==> src/rtl/capture_readout.sv <==
// Capture readout: walks the sample RAM from the capture's oldest entry and
// streams it as a framed byte sequence (0xA5, 2^ADDR_W samples, 0x5A) over valid/ready.
module capture_readout #(
    parameter int unsigned CHN_NUM = 8,
    parameter int unsigned ADDR_W  = 10
) (
    input  logic                iSysClk,
    input  logic                iRst,
    input  logic                finished,
    input  logic [ADDR_W-1:0]   start_addr,
    output logic                rd_en,
    output logic [ADDR_W-1:0]   rd_addr,
    input  logic [CHN_NUM-1:0]  rd_data,
    output logic [7:0]          tx_data,
    output logic                tx_valid,
    input  logic                tx_ready,
    output logic                busy,
    output logic                done,
    output logic                overrun
);

    localparam int unsigned CNT_W = ADDR_W + 1;
    localparam logic [CNT_W-1:0] CNT_LAST = CNT_W'((1 << ADDR_W) - 1);
    localparam logic [7:0] HDR_BYTE = 8'hA5;
    localparam logic [7:0] TRL_BYTE = 8'h5A;

    typedef enum logic [2:0] {
        S_IDLE,
        S_HEADER,
        S_FETCH,
        S_WAIT,
        S_SEND,
        S_TRAILER
    } state_e;

    state_e              state_q, state_d;
    logic [ADDR_W-1:0]   base_q, base_d;
    logic [CNT_W-1:0]    cnt_q, cnt_d;
    logic                rd_en_q, rd_en_d;
    logic [ADDR_W-1:0]   rd_addr_q, rd_addr_d;
    logic [7:0]          tx_data_q, tx_data_d;
    logic                tx_valid_q, tx_valid_d;
    logic                busy_q, busy_d;
    logic                done_q, done_d;
    logic                overrun_q, overrun_d;
    logic                xfer;

    assign xfer = tx_valid_q & tx_ready;

    // State and registered outputs
    always_ff @(posedge iSysClk or negedge iRst) begin
        if (!iRst) begin
            state_q    <= S_IDLE;
            base_q     <= '0;
            cnt_q      <= '0;
            rd_en_q    <= 1'b0;
            rd_addr_q  <= '0;
            tx_data_q  <= '0;
            tx_valid_q <= 1'b0;
            busy_q     <= 1'b0;
            done_q     <= 1'b0;
            overrun_q  <= 1'b0;
        end else begin
            state_q    <= state_d;
            base_q     <= base_d;
            cnt_q      <= cnt_d;
            rd_en_q    <= rd_en_d;
            rd_addr_q  <= rd_addr_d;
            tx_data_q  <= tx_data_d;
            tx_valid_q <= tx_valid_d;
            busy_q     <= busy_d;
            done_q     <= done_d;
            overrun_q  <= overrun_d;
        end
    end

    // Next state; outputs are computed one cycle ahead so they leave on registers
    always_comb begin
        state_d    = state_q;
        base_d     = base_q;
        cnt_d      = cnt_q;
        rd_en_d    = 1'b0;
        rd_addr_d  = rd_addr_q;
        tx_data_d  = tx_data_q;
        tx_valid_d = tx_valid_q;
        done_d     = 1'b0;
        overrun_d  = finished && (state_q != S_IDLE);

        unique case (state_q)
            S_IDLE: begin
                if (finished) begin
                    base_d     = start_addr;
                    cnt_d      = '0;
                    state_d    = S_HEADER;
                    tx_valid_d = 1'b1;
                    tx_data_d  = HDR_BYTE;
                end
            end
            S_HEADER: begin
                if (xfer) begin
                    state_d    = S_FETCH;
                    tx_valid_d = 1'b0;
                    rd_en_d    = 1'b1;
                    rd_addr_d  = base_q + cnt_q[ADDR_W-1:0];
                end
            end
            S_FETCH: begin
                state_d = S_WAIT;
            end
            S_WAIT: begin
                state_d    = S_SEND;
                tx_valid_d = 1'b1;
                tx_data_d  = 8'(rd_data);
            end
            S_SEND: begin
                if (xfer) begin
                    if (cnt_q == CNT_LAST) begin
                        state_d    = S_TRAILER;
                        tx_valid_d = 1'b1;
                        tx_data_d  = TRL_BYTE;
                    end else begin
                        cnt_d      = cnt_q + 1'b1;
                        state_d    = S_FETCH;
                        tx_valid_d = 1'b0;
                        rd_en_d    = 1'b1;
                        rd_addr_d  = base_q + ADDR_W'(cnt_q + 1'b1);
                    end
                end
            end
            S_TRAILER: begin
                if (xfer) begin
                    state_d    = S_IDLE;
                    tx_valid_d = 1'b0;
                    done_d     = 1'b1;
                end
            end
            default: begin
                state_d    = S_IDLE;
                tx_valid_d = 1'b0;
            end
        endcase

        busy_d = (state_d != S_IDLE);
    end

    assign rd_en    = rd_en_q;
    assign rd_addr  = rd_addr_q;
    assign tx_data  = tx_data_q;
    assign tx_valid = tx_valid_q;
    assign busy     = busy_q;
    assign done     = done_q;
    assign overrun  = overrun_q;

endmodule
==> config.mk <==
export PLATFORM = sky130hd
export DESIGN_NAME = capture_readout
export DESIGN_NICKNAME = d
export VERILOG_FILES = /design/src/rtl/capture_readout.sv
export SDC_FILE = /design/constraint.sdc
export NUM_CORES = 1
export LEC_CHECK = 0
export BUFFER_PORTS_ARGS = -buffer_cell sky130_fd_sc_hd__buf_4
export CORE_MARGIN = 1.5
export CORE_UTILIZATION = 45
export DETAILED_ROUTE_END_ITERATION = 6
export GPL_TIMING_DRIVEN = 0
export MAX_ROUTING_LAYER = met4
export PLACE_DENSITY_LB_ADDON = 0.12
export SLEW_MARGIN = 20
export SYNTH_ARGS = -nofsm -noshare
export SYNTH_HDL_FRONTEND = slang
export SYNTH_SLANG_ARGS = --single-unit
==> constraint.sdc <==
create_clock -name iSysClk -period 5.8 [get_ports iSysClk]
set_clock_uncertainty 0.1 [all_clocks]
set_input_delay 1.16 -clock iSysClk [delete_from_list [all_inputs] [get_ports iSysClk]]
set_output_delay 1.16 -clock iSysClk [all_outputs]
set_load 0.05 [all_outputs]
==> results of run 1 <==
-- worst max-delay path: stages (launching register included) --
cell,delay (ns)
sky130_fd_sc_hd__dfrtp_1,0.38
sky130_fd_sc_hd__buf_6,0.13
sky130_fd_sc_hd__or3b_1,0.36
sky130_fd_sc_hd__buf_6,0.16
sky130_fd_sc_hd__inv_2,0.06
sky130_fd_sc_hd__buf_2,0.20
sky130_fd_sc_hd__ha_1,0.15
sky130_fd_sc_hd__inv_1,0.04
sky130_fd_sc_hd__ha_1,0.20
sky130_fd_sc_hd__fa_1,0.45
sky130_fd_sc_hd__a211oi_1,0.35
sky130_fd_sc_hd__o21ai_0,0.21
sky130_fd_sc_hd__a31oi_1,0.24
sky130_fd_sc_hd__xor2_1,0.17
sky130_fd_sc_hd__o21ai_1,0.08
-- metal layers --
metal	share of wire (%)	wire length (µm)	track usage [%]	vias up
li1	-	-	-	1032
met2	48	2573	32.71	42
met5	0	0	-	-
met3	3.8	203	3.543	8
met1	47	2514	22.90	993
met4	1.7	89	7.018	0
-- state kept, by name, indices dropped and copies added (netlist names) --
| register | flops |
|---|---|
| rd_addr | 10 |
| state_q | 3 |
| overrun | 1 |
| tx_valid | 1 |
| cnt_q | 11 |
| base_q | 10 |
| rd_en | 1 |
| done | 1 |
| busy | 1 |
| tx_data | 8 |
-- stage by stage --
step | cells | total power [µW] | hold WS, ns | setup slack [ns] | cell area, µm²
after global placement | 380 | 1356 | 0.3622 | 2.461 | 3065
after detailed placement | 380 | 1372 | 0.3724 | 2.420 | 3065
after CTS | 388 | 1570 | 0.3919 | 2.380 | 3151
final | 388 | 1549 | 0.3846 | 2.403 | 3151
after global routing | 388 | 1660 | 0.4069 | 2.212 | 3151
after floorplan | 264 | 1137 | 0.3739 | 2.825 | 2645
-- cell usage after synthesis, drive strengths merged (3+ instances only) --
cell and number:
a21o 3, inv 5, nand3 5, a31oi 3, a21oi 16, nand2 34
o31ai 5, xnor2 7, and2 5, xor2 9, clkbuf 5, mux2 14
nor2b 4, ha 11, o21ai 37, nor3 4, buf 10, dfrtp 47
nor2 13, and4 3
-- power breakdown --
part	internal [µW]	total, µW	switching (µW)
clock network	84.4	195	110
logic	304	837	533
registers	448	517	68.8
-- area by class of cell --
class	instances	area share, %
buffer	15	3.257
clock buffer	6	2.303
clock inverter	2	0.3971
inverter	5	0.6751
multi-input combinational	197	42.69
sequential	47	37.33
tap	72	2.859
timing repair buffer	44	10.48
-- kinds of logic (layout without fill, tap and decap cells) --
family | Yosys count | count (layout) | synth area share, %
buffers and inverters | 20 | 72 | 4.683
and+or+nand+nor | 81 | 81 | 16.13
muxes | 14 | 14 | 6.102
AOI/OAI and AO/OA | 74 | 74 | 17.36
xor gates and xnor gates | 16 | 16 | 5.298
DFF | 47 | 47 | 44.47
adders and majority gates | 12 | 12 | 5.960
-- final timing paths --
path,start,slack [ns],cells past startpoint,to
max,state_q[0]$_DFF_PN0_,2.40,14,rd_addr[8]$_DFFE_PN0P_
min,rd_addr[6]$_DFFE_PN0P_,0.38,2,rd_addr[6]$_DFFE_PN0P_
max reg2reg,state_q[0]$_DFF_PN0_,2.40,14,rd_addr[8]$_DFFE_PN0P_
min reg2reg,rd_addr[6]$_DFFE_PN0P_,0.38,2,rd_addr[6]$_DFFE_PN0P_
max in group asynchronous,iRst,4.43,1,done$_DFF_PN0_
min in group asynchronous,iRst,0.77,1,base_q[3]$_DFFE_PN0P_
==> parameters.txt, run 1 <==
Parameter                              Value

Worst hold path
  Type of the worst min-delay path ... register to register

Logic synthesis
  Warnings from Yosys ... 0
  Post-synth top flop ... sky130_fd_sc_hd__dfrtp_1
  Net count after synthesis ... just under 300
  Post-synthesis sequential area ratio ... about 44%
  Async set-or-reset flop fraction in the synthesized netlist ... between 90% and 100%
  Largest cells by area after synthesis ... sky130_fd_sc_hd__dfrtp_1 44%, sky130_fd_sc_hd__mux2_2 5.5%, sky130_fd_sc_hd__ha_1 5.2%, sky130_fd_sc_hd__nand2_1 4.8%, sky130_fd_sc_hd__o21ai_0 4.5%
  Number of enable flip-flop cells after synthesis ... 0
  Cell Area, Synth ... between 2000 and 3000 µm²
  Area fraction of the dominant cell type after synthesis ... 44.47%
  Synthesized area per cell ... 10.02 µm²
  Largest area contributor in the netlist ... sky130_fd_sc_hd__dfrtp_1
  Flops & latches, synth ... 47
  Number of unique standard cell types used by synthesis ... 49
  Syn Inst Count ... 264

Layout
  Area used by multi-input combinational logic ... between 1000 and 1500 µm²
  Area of all sequential standard cells ... about 1200 µm²
  Core Util, Final ... 56.52%
  Final net count ... ~350
  Fraction of layout cells with a size suffix above 1 ... between 20% and 30%
  Commonest non-fill, non-tap cell in the layout ... sky130_fd_sc_hd__dfrtp_1
  Number of fillers in the final layout ... between 500 and 600
  Number of antenna repair diodes ... 0
  Commonest cells after routing, fill and taps aside ... 47 x sky130_fd_sc_hd__dfrtp_1, 45 x sky130_fd_sc_hd__buf_4, 34 x sky130_fd_sc_hd__nand2_1
  Area growth syn-to-layout ... 19.11%

Clocking
  Clock latency of the later-clocked register in the worst-skew pair ... roughly 0.30 ns
  Number of clock sinks seen by CTS ... 47
  Number of buffers created by CTS ... 5
  Root buffer cell ... sky130_fd_sc_hd__clkbuf_8
  Total setup buffers inserted after CTS ... 0
  # resized after CTS ... 0
  TritonCTS clock tree ... yes
  Deepest clock path buffer count ... 2
  H-tree Lvls ... 2
  Number of buffers inserted by hold repair at cts ... 0
  Clock slew seen by the registers of the worst setup and hold paths ... 0.09 ns

Setup path
  Endpoint class of the critical path ... register
  Arrival time worst endpoint ... 3.48 ns
  Critical path start-end classification ... register to register
  Worst EP required ... between 5 and 6 ns
  Critical path launch point type ... register
  Critical Path Fanout Max ... 10

STA
  Max Slew Vio Count ... 0
  Setup TNS ... 0 ns
  Final count of hold timing violations ... 0
  Transition time at the pin with the least slew margin ... just over 0.6 ns
  Final critical path time including I/O delays and setup ... 3.397 ns
  Achievable clock frequency ... slightly below 0.3 GHz
  Crit share post-route ... 58.57%
  Slew margin rel. ... between 50 and 60%
  Final setup violation count ... 0
  Setup repair after global routing missed its margin ... false

Routing
  WL final ... 5.380 mm
  Vias after detailed routing ... between 2000 and 2500
  Average wire length per cell after detail routing ... about 14 µm
  Number of design rule violations left after detail routing ... 0
  Vias per cell ... 5.348
  Drt pass-1 iters ... 4
  Starting DRC count in detailed routing ... between 100 and 150
  Detail Route Antenna Nets ... 0

Global routing
  Total Routing Usage GR ... 19.31%
  Number of antenna violations at the first check in global routing ... 0
  Via count of the first global-routing pass ... roughly 2000
  Maximum number of pins on one net before global-route repair ... 48
  Wire length of the first global-routing pass ... just over 9 mm
  Global-route congestion overflow total ... 0

Place
  Final Wtd Congestion ... between 0.8 and 0.9
  Port Buffers ... between 40 and 50
  Half-perimeter wire length after detailed placement ... between 3 and 4 mm

Floorplan
  Overall die area ... around 6300 µm²
  Number of core rows ... 27
  I/O pin total ... 45
  Placeable Area ... 5574 µm²
  Die width ... 79.67 µm
  Effective utilization at floorplan ... between 40 and 50%
  Die height ... between 70 and 80 µm

Outcome
  Outcome ... finished, final reports clean

Power
  Total leakage power ... about 0.0015 µW
  Worst ir drop on vdd ... 0.3097 mV
  Pwr Density ... between 400 and 500 nW/µm²

Run
  Max capacitance violation total ... 0
Note: power is estimated with default switching activity, not from simulation.
==> run 2, diff against run 1 <==
Clock period 5.8 ns to 3.02 ns, I/O delays scaled along.
==> parameters.txt, run 2 (same netlist as run 1, synthesis figures left out) <==
Parameter                              Value

Outcome
  Outcome ... finished, final reports clean

Clocking
  Number of clock sinks seen by CTS ... 47
  Root buffer cell ... sky130_fd_sc_hd__clkbuf_8
  Clock slew seen by the registers of the worst setup and hold paths ... approximately 0.090 ns
  H-tree Lvls ... 2
  Clock latency of the later-clocked register in the worst-skew pair ... 0.30 ns
  TritonCTS clock tree ... yes
  Number of buffers inserted by hold repair at cts ... 0
  Deepest clock path buffer count ... 2
  Number of buffers created by CTS ... 5

STA
  Setup TNS ... 0 ns
  Slew margin rel. ... between 50% and 60%
  Transition time at the pin with the least slew margin ... about 0.60 ns
  Final count of hold timing violations ... 0
  Achievable clock frequency ... around 0.34 GHz
  Crit share post-route ... a little over nine tenths
  Minimum setup slack in the final design ... 0.1195 ns
  Max Slew Vio Count ... 0
  Final setup violation count ... 0
  Final critical path time including I/O delays and setup ... around 2.9 ns
  Setup repair after global routing missed its margin ... true

Global routing
  Wire length of the first global-routing pass ... 9.239 mm
  Via count of the first global-routing pass ... around 2000
  Maximum number of pins on one net before global-route repair ... between 40 and 50
  Total Routing Usage GR ... 19.51%
  Number of antenna violations at the first check in global routing ... 0
  Global-route congestion overflow total ... 0

Floorplan
  Number of core rows ... 27
  Effective utilization at floorplan ... between 40 and 50%
  Die height ... between 70 and 80 µm
  I/O pin total ... 45
  Placeable Area ... between 5000 and 6000 µm²
  Die width ... 79.67 µm
  Overall die area ... approximately 6300 µm²

Power
  Total leakage power ... 0.001577 µW
  Pwr Density ... 945.3 nW/µm²
  Worst ir drop on vdd ... between 0.5 and 0.6 mV

Routing
  Vias per cell ... between 5 and 6
  WL final ... 5.473 mm
  Drt pass-1 iters ... 4
  Vias after detailed routing ... around 2100
  Average wire length per cell after detail routing ... 13.96 µm
  Starting DRC count in detailed routing ... between 90 and 100
  Number of design rule violations left after detail routing ... 0
  Detail Route Antenna Nets ... 0

Place
  Port Buffers ... 44
  Half-perimeter wire length after detailed placement ... just under 4 mm
  Worst slack at placement ... -0.3596 ns
  Final Wtd Congestion ... 0.8540
  DP Cell Count ... 380

Layout
  Reg with most FFs ... cnt_q
  Area growth syn-to-layout ... 22.37%
  Final net count ... 353
  Fraction of layout cells with a size suffix above 1 ... 30.94%
  Number of flip-flops under the largest register name ... 11
  Core Util, Final ... roughly 58%
  Commonest non-fill, non-tap cell in the layout ... sky130_fd_sc_hd__buf_4
  Finished Layout Cells ... between 300 and 400
  Number of antenna repair diodes ... 0
  Commonest cells after routing, fill and taps aside ... 51 x sky130_fd_sc_hd__buf_4, 47 x sky130_fd_sc_hd__dfrtp_1, 34 x sky130_fd_sc_hd__nand2_1

Run
  Max capacitance violation total ... 0

Worst hold path
  Type of the worst min-delay path ... input port to asynchronous set/reset pin

Setup path
  Arrival time worst endpoint ... ~3 ns
  Critical path launch point type ... register
  Worst EP required ... slightly above 3 ns
  Endpoint class of the critical path ... register
  Register-to-register setup slack ... about 0.12 ns
  Critical Path Fanout Max ... 12
  Critical path start-end classification ... register to register
run 2: path summary, 6_finish.rpt:
kind,from,endpoint,cells after the start
worst max-delay path,state_q[0]$_DFF_PN0_,rd_addr[8]$_DFFE_PN0P_,13
worst min-delay path,iRst,base_q[3]$_DFFE_PN0P_,1
worst max register to register,state_q[0]$_DFF_PN0_,rd_addr[8]$_DFFE_PN0P_,13
worst min register to register,rd_addr[6]$_DFFE_PN0P_,rd_addr[6]$_DFFE_PN0P_,2
max in group asynchronous,iRst,done$_DFF_PN0_,1
min in group iSysClk,rd_addr[6]$_DFFE_PN0P_,rd_addr[6]$_DFFE_PN0P_,2
run 2: power by group:
group          internal, µW  switching, µW
Combinational           635           1050
Clock                   162            213
Sequential              861            134
Total                  1660           1400
run 2: critical path, stage by stage (launching register included):
cell,delay (ns)
sky130_fd_sc_hd__dfrtp_1,0.38
sky130_fd_sc_hd__buf_6,0.13
sky130_fd_sc_hd__or3b_4,0.37
sky130_fd_sc_hd__buf_8,0.14
sky130_fd_sc_hd__inv_8,0.07
sky130_fd_sc_hd__ha_1,0.12
sky130_fd_sc_hd__inv_1,0.04
sky130_fd_sc_hd__ha_2,0.19
sky130_fd_sc_hd__fa_2,0.41
sky130_fd_sc_hd__a211oi_4,0.28
sky130_fd_sc_hd__o21ai_2,0.09
sky130_fd_sc_hd__a31oi_1,0.21
sky130_fd_sc_hd__xor2_1,0.17
sky130_fd_sc_hd__o21ai_1,0.08
run 2: final cells by class:
cell class / count / area [µm²]
fillers: 528 / 2337
multi-input cells: 197 / 1384
flip-flops and latches: 47 / 1176
repair buffers: 49 / 367.9
plain buffers: 14 / 105.1
well taps: 72 / 90.09
clock buffers: 6 / 72.57
inverters: 5 / 28.78
clock inverters: 2 / 12.51
run 2: per-stage QoR:
stage	hold WS (ns)	power [µW]	instance area (µm²)
floorplan	0.2084	2184	2645
global placement	0.3622	2605	3065
detailed placement	0.3724	2636	3065
CTS	0.2271	3036	3173
global route	0.2606	3269	3237
finish	0.2151	3060	3237
run 2: per-layer routing:
layer	GRT usage [%]	part of all wire, %	vias to the layer above
li1	-	-	1042
met1	23.21	46	1004
met2	33.05	49	45
met3	3.543	3.7	8
met4	7.018	1.6	0
met5	-	0	-
run 2: what timing repair did:
action                                  4_1_cts  5_1_grt
pin swaps                                     2        7
endpoints found under the setup margin        4        4
resized for setup                             7       11
buffers inserted                              1        4
==> run 3, diff against run 2 <==
Clock period 3.02 ns to 2.95 ns, I/O delays scaled along.
==> parameters.txt, run 3 (same netlist as run 1, synthesis figures left out) <==
Parameter                              Value

Setup path
  Critical path launch point type ... register
  Arrival time worst endpoint ... 2.95 ns
  Worst EP required ... ~3.1 ns
  Largest stage delay, worst path ... around 0.38 ns
  Ordered cell list for the critical path ... buf_6 -> or3b_4 -> buf_8 -> clkinv_8 -> buf_4 -> nand2_2 -> nor2_1 -> xor2_1 -> ha_1 -> nand2_1 -> or3_1 -> and3_1 -> o31ai_2
  Family with the most delay on the worst path ... simple AND/OR/NAND/NOR gates
  Critical path start-end classification ... register to register
  CP max stage cell ... sky130_fd_sc_hd__dfrtp_1
  Endpoint class of the critical path ... register
  Number of buffer and inverter instances along the worst setup path ... 4
  Critical Path Fanout Max ... 9

Layout
  Commonest cells after routing, fill and taps aside ... 55 x sky130_fd_sc_hd__buf_4, 47 x sky130_fd_sc_hd__dfrtp_1, 33 x sky130_fd_sc_hd__nand2_1
  Core Util, Final ... 59.37%
  Area growth syn-to-layout ... 25.12%
  Fraction of layout cells with a size suffix above 1 ... between 30% and 40%
  Commonest non-fill, non-tap cell in the layout ... sky130_fd_sc_hd__buf_4
  Finished layout cell area ... approximately 3300 µm²
  Reg with most FFs ... cnt_q
  Number of flip-flops under the largest register name ... 11
  Final net count ... 358
  Number of antenna repair diodes ... 0

Routing
  Drt pass-1 iters ... 4
  Detail Route Antenna Nets ... 0
  Vias after detailed routing ... ~2100
  Number of design rule violations left after detail routing ... 0
  WL final ... around 5.7 mm
  Vias per cell ... around 5.4
  Starting DRC count in detailed routing ... ~100
  Average wire length per cell after detail routing ... 14.30 µm

Power
  Clock group share of total power ... 12.0%
  Pwr Density ... 966.5 nW/µm²
  Switching portion of total power ... a little under half
  Psw ... 1464 µW
  Total leakage power ... 0.001608 µW
  Proportion of power drawn by flip-flops and latches ... between 30% and 40%
  Fraction of power consumed by combinational cells ... 55.9%
  Worst ir drop on vdd ... 0.6226 mV
  Internal power ... 1735 µW

Global routing
  Wire length of the first global-routing pass ... a little over 9 mm
  Global-route congestion overflow total ... 0
  Via count of the first global-routing pass ... around 2000
  Number of antenna violations at the first check in global routing ... 0
  Maximum number of pins on one net before global-route repair ... 48
  Total Routing Usage GR ... roughly a fifth

Clocking
  Number of buffers inserted by hold repair at cts ... 0
  Number of clock sinks seen by CTS ... 47
  Clock slew seen by the registers of the worst setup and hold paths ... around 0.09 ns
  H-tree Lvls ... 2
  Clock latency of the later-clocked register in the worst-skew pair ... 0.31 ns
  Number of buffers created by CTS ... 5
  Deepest clock path buffer count ... 2
  TritonCTS clock tree ... yes
  Root buffer cell ... sky130_fd_sc_hd__clkbuf_8

STA
  Crit share post-route ... 95.86%
  Slew margin rel. ... between 60% and 70%
  Setup repair after global routing missed its margin ... true
  Final count of hold timing violations ... 0
  Max Slew Vio Count ... 0
  Minimum setup slack in the final design ... around 0.12 ns
  Achievable clock frequency ... around 0.35 GHz
  Transition time at the pin with the least slew margin ... 0.5991 ns
  Final critical path time including I/O delays and setup ... around 2.8 ns
  Final setup violation count ... 0

Worst hold path
  Type of the worst min-delay path ... input port to asynchronous set/reset pin

Floorplan
  Die width ... ~80 µm
  Overall die area ... about 6300 µm²
  Placeable Area ... 5574 µm²
  Number of core rows ... 27
  Die height ... around 80 µm
  Effective utilization at floorplan ... ~47%
  I/O pin total ... between 40 and 50

Place
  Post-DP Area ... around 3100 µm²
  Port Buffers ... 44
  Final Wtd Congestion ... slightly above 0.8
  Half-perimeter wire length after detailed placement ... 3.966 mm
  Worst slack at placement ... -0.2996 ns

Run
  Max capacitance violation total ... 0

Outcome
  Outcome ... finished, final reports clean
## run 3: final timing paths
| path | end | depth (start not counted) | startpoint | slack (ns) |
|---|---|---|---|---|
| worst min register to register | rd_addr[6]$_DFFE_PN0P_ | 2 | rd_addr[6]$_DFFE_PN0P_ | 0.38 |
| max in group asynchronous | base_q[5]$_DFFE_PN0P_ | 1 | iRst | 2.15 |
| worst max register to register | rd_addr[9]$_DFFE_PN0P_ | 13 | state_q[0]$_DFF_PN0_ | 0.12 |
| min in group iSysClk | rd_addr[6]$_DFFE_PN0P_ | 2 | rd_addr[6]$_DFFE_PN0P_ | 0.38 |
| worst max-delay path | rd_addr[9]$_DFFE_PN0P_ | 13 | state_q[0]$_DFF_PN0_ | 0.12 |
| worst min-delay path | base_q[3]$_DFFE_PN0P_ | 1 | iRst | 0.18 |
## run 3: metal layers
metal,wire (µm),GRT usage (%),share of wire [%],vias up
met1,2542,23.53,45,1022
met4,173,9.474,3.0,0
li1,-,-,-,1053
met3,251,4.457,4.4,13
met5,0,-,0,-
met2,2710,31.44,48,58
## run 3: area by class of cell
cell class	instances	area, µm²
fillers	512	2265
multi-input cells	197	1414
flip-flops and latches	47	1176
repair buffers	54	405.4
plain buffers	14	108.9
well taps	72	90.09
clock buffers	7	76.32
inverters	5	33.78
clock inverters	1	5.005
## run 3: metrics by stage
| stage | TNS, ns | instances | total power (µW) | hold WS [ns] |
|---|---|---|---|---|
| 5_1_grt | -0.04638 | 397 | 3414 | 0.2389 |
| 6_report | 0 | 397 | 3199 | 0.1813 |
| 3_5_place_dp | -0.8027 | 380 | 2705 | 0.3719 |
| 3_3_place_gp | -0.7727 | 380 | 2671 | 0.3636 |
| 4_1_cts | -0.01462 | 388 | 3103 | 0.2100 |
| 2_1_floorplan | 0 | 264 | 2239 | 0.1944 |
## run 3: power by group through the flow
stage / registers, µW / logic (µW) / clock network (µW)
final: 1030 / 1790 / 383
after global routing: 1060 / 1930 / 425
after CTS: 1030 / 1690 / 392
after detailed placement: 1030 / 1670 / 0
after global placement: 1030 / 1640 / 0
after floorplan: 1510 / 733 / 0
## run 3: timing repair
action | CTS | global route
endpoints found under the setup margin | 6 | 5
gates resized for setup | 6 | 18
setup buffers | 1 | 9
pin swaps | 2 | 11
endpoints found under the hold margin | 0 | 0
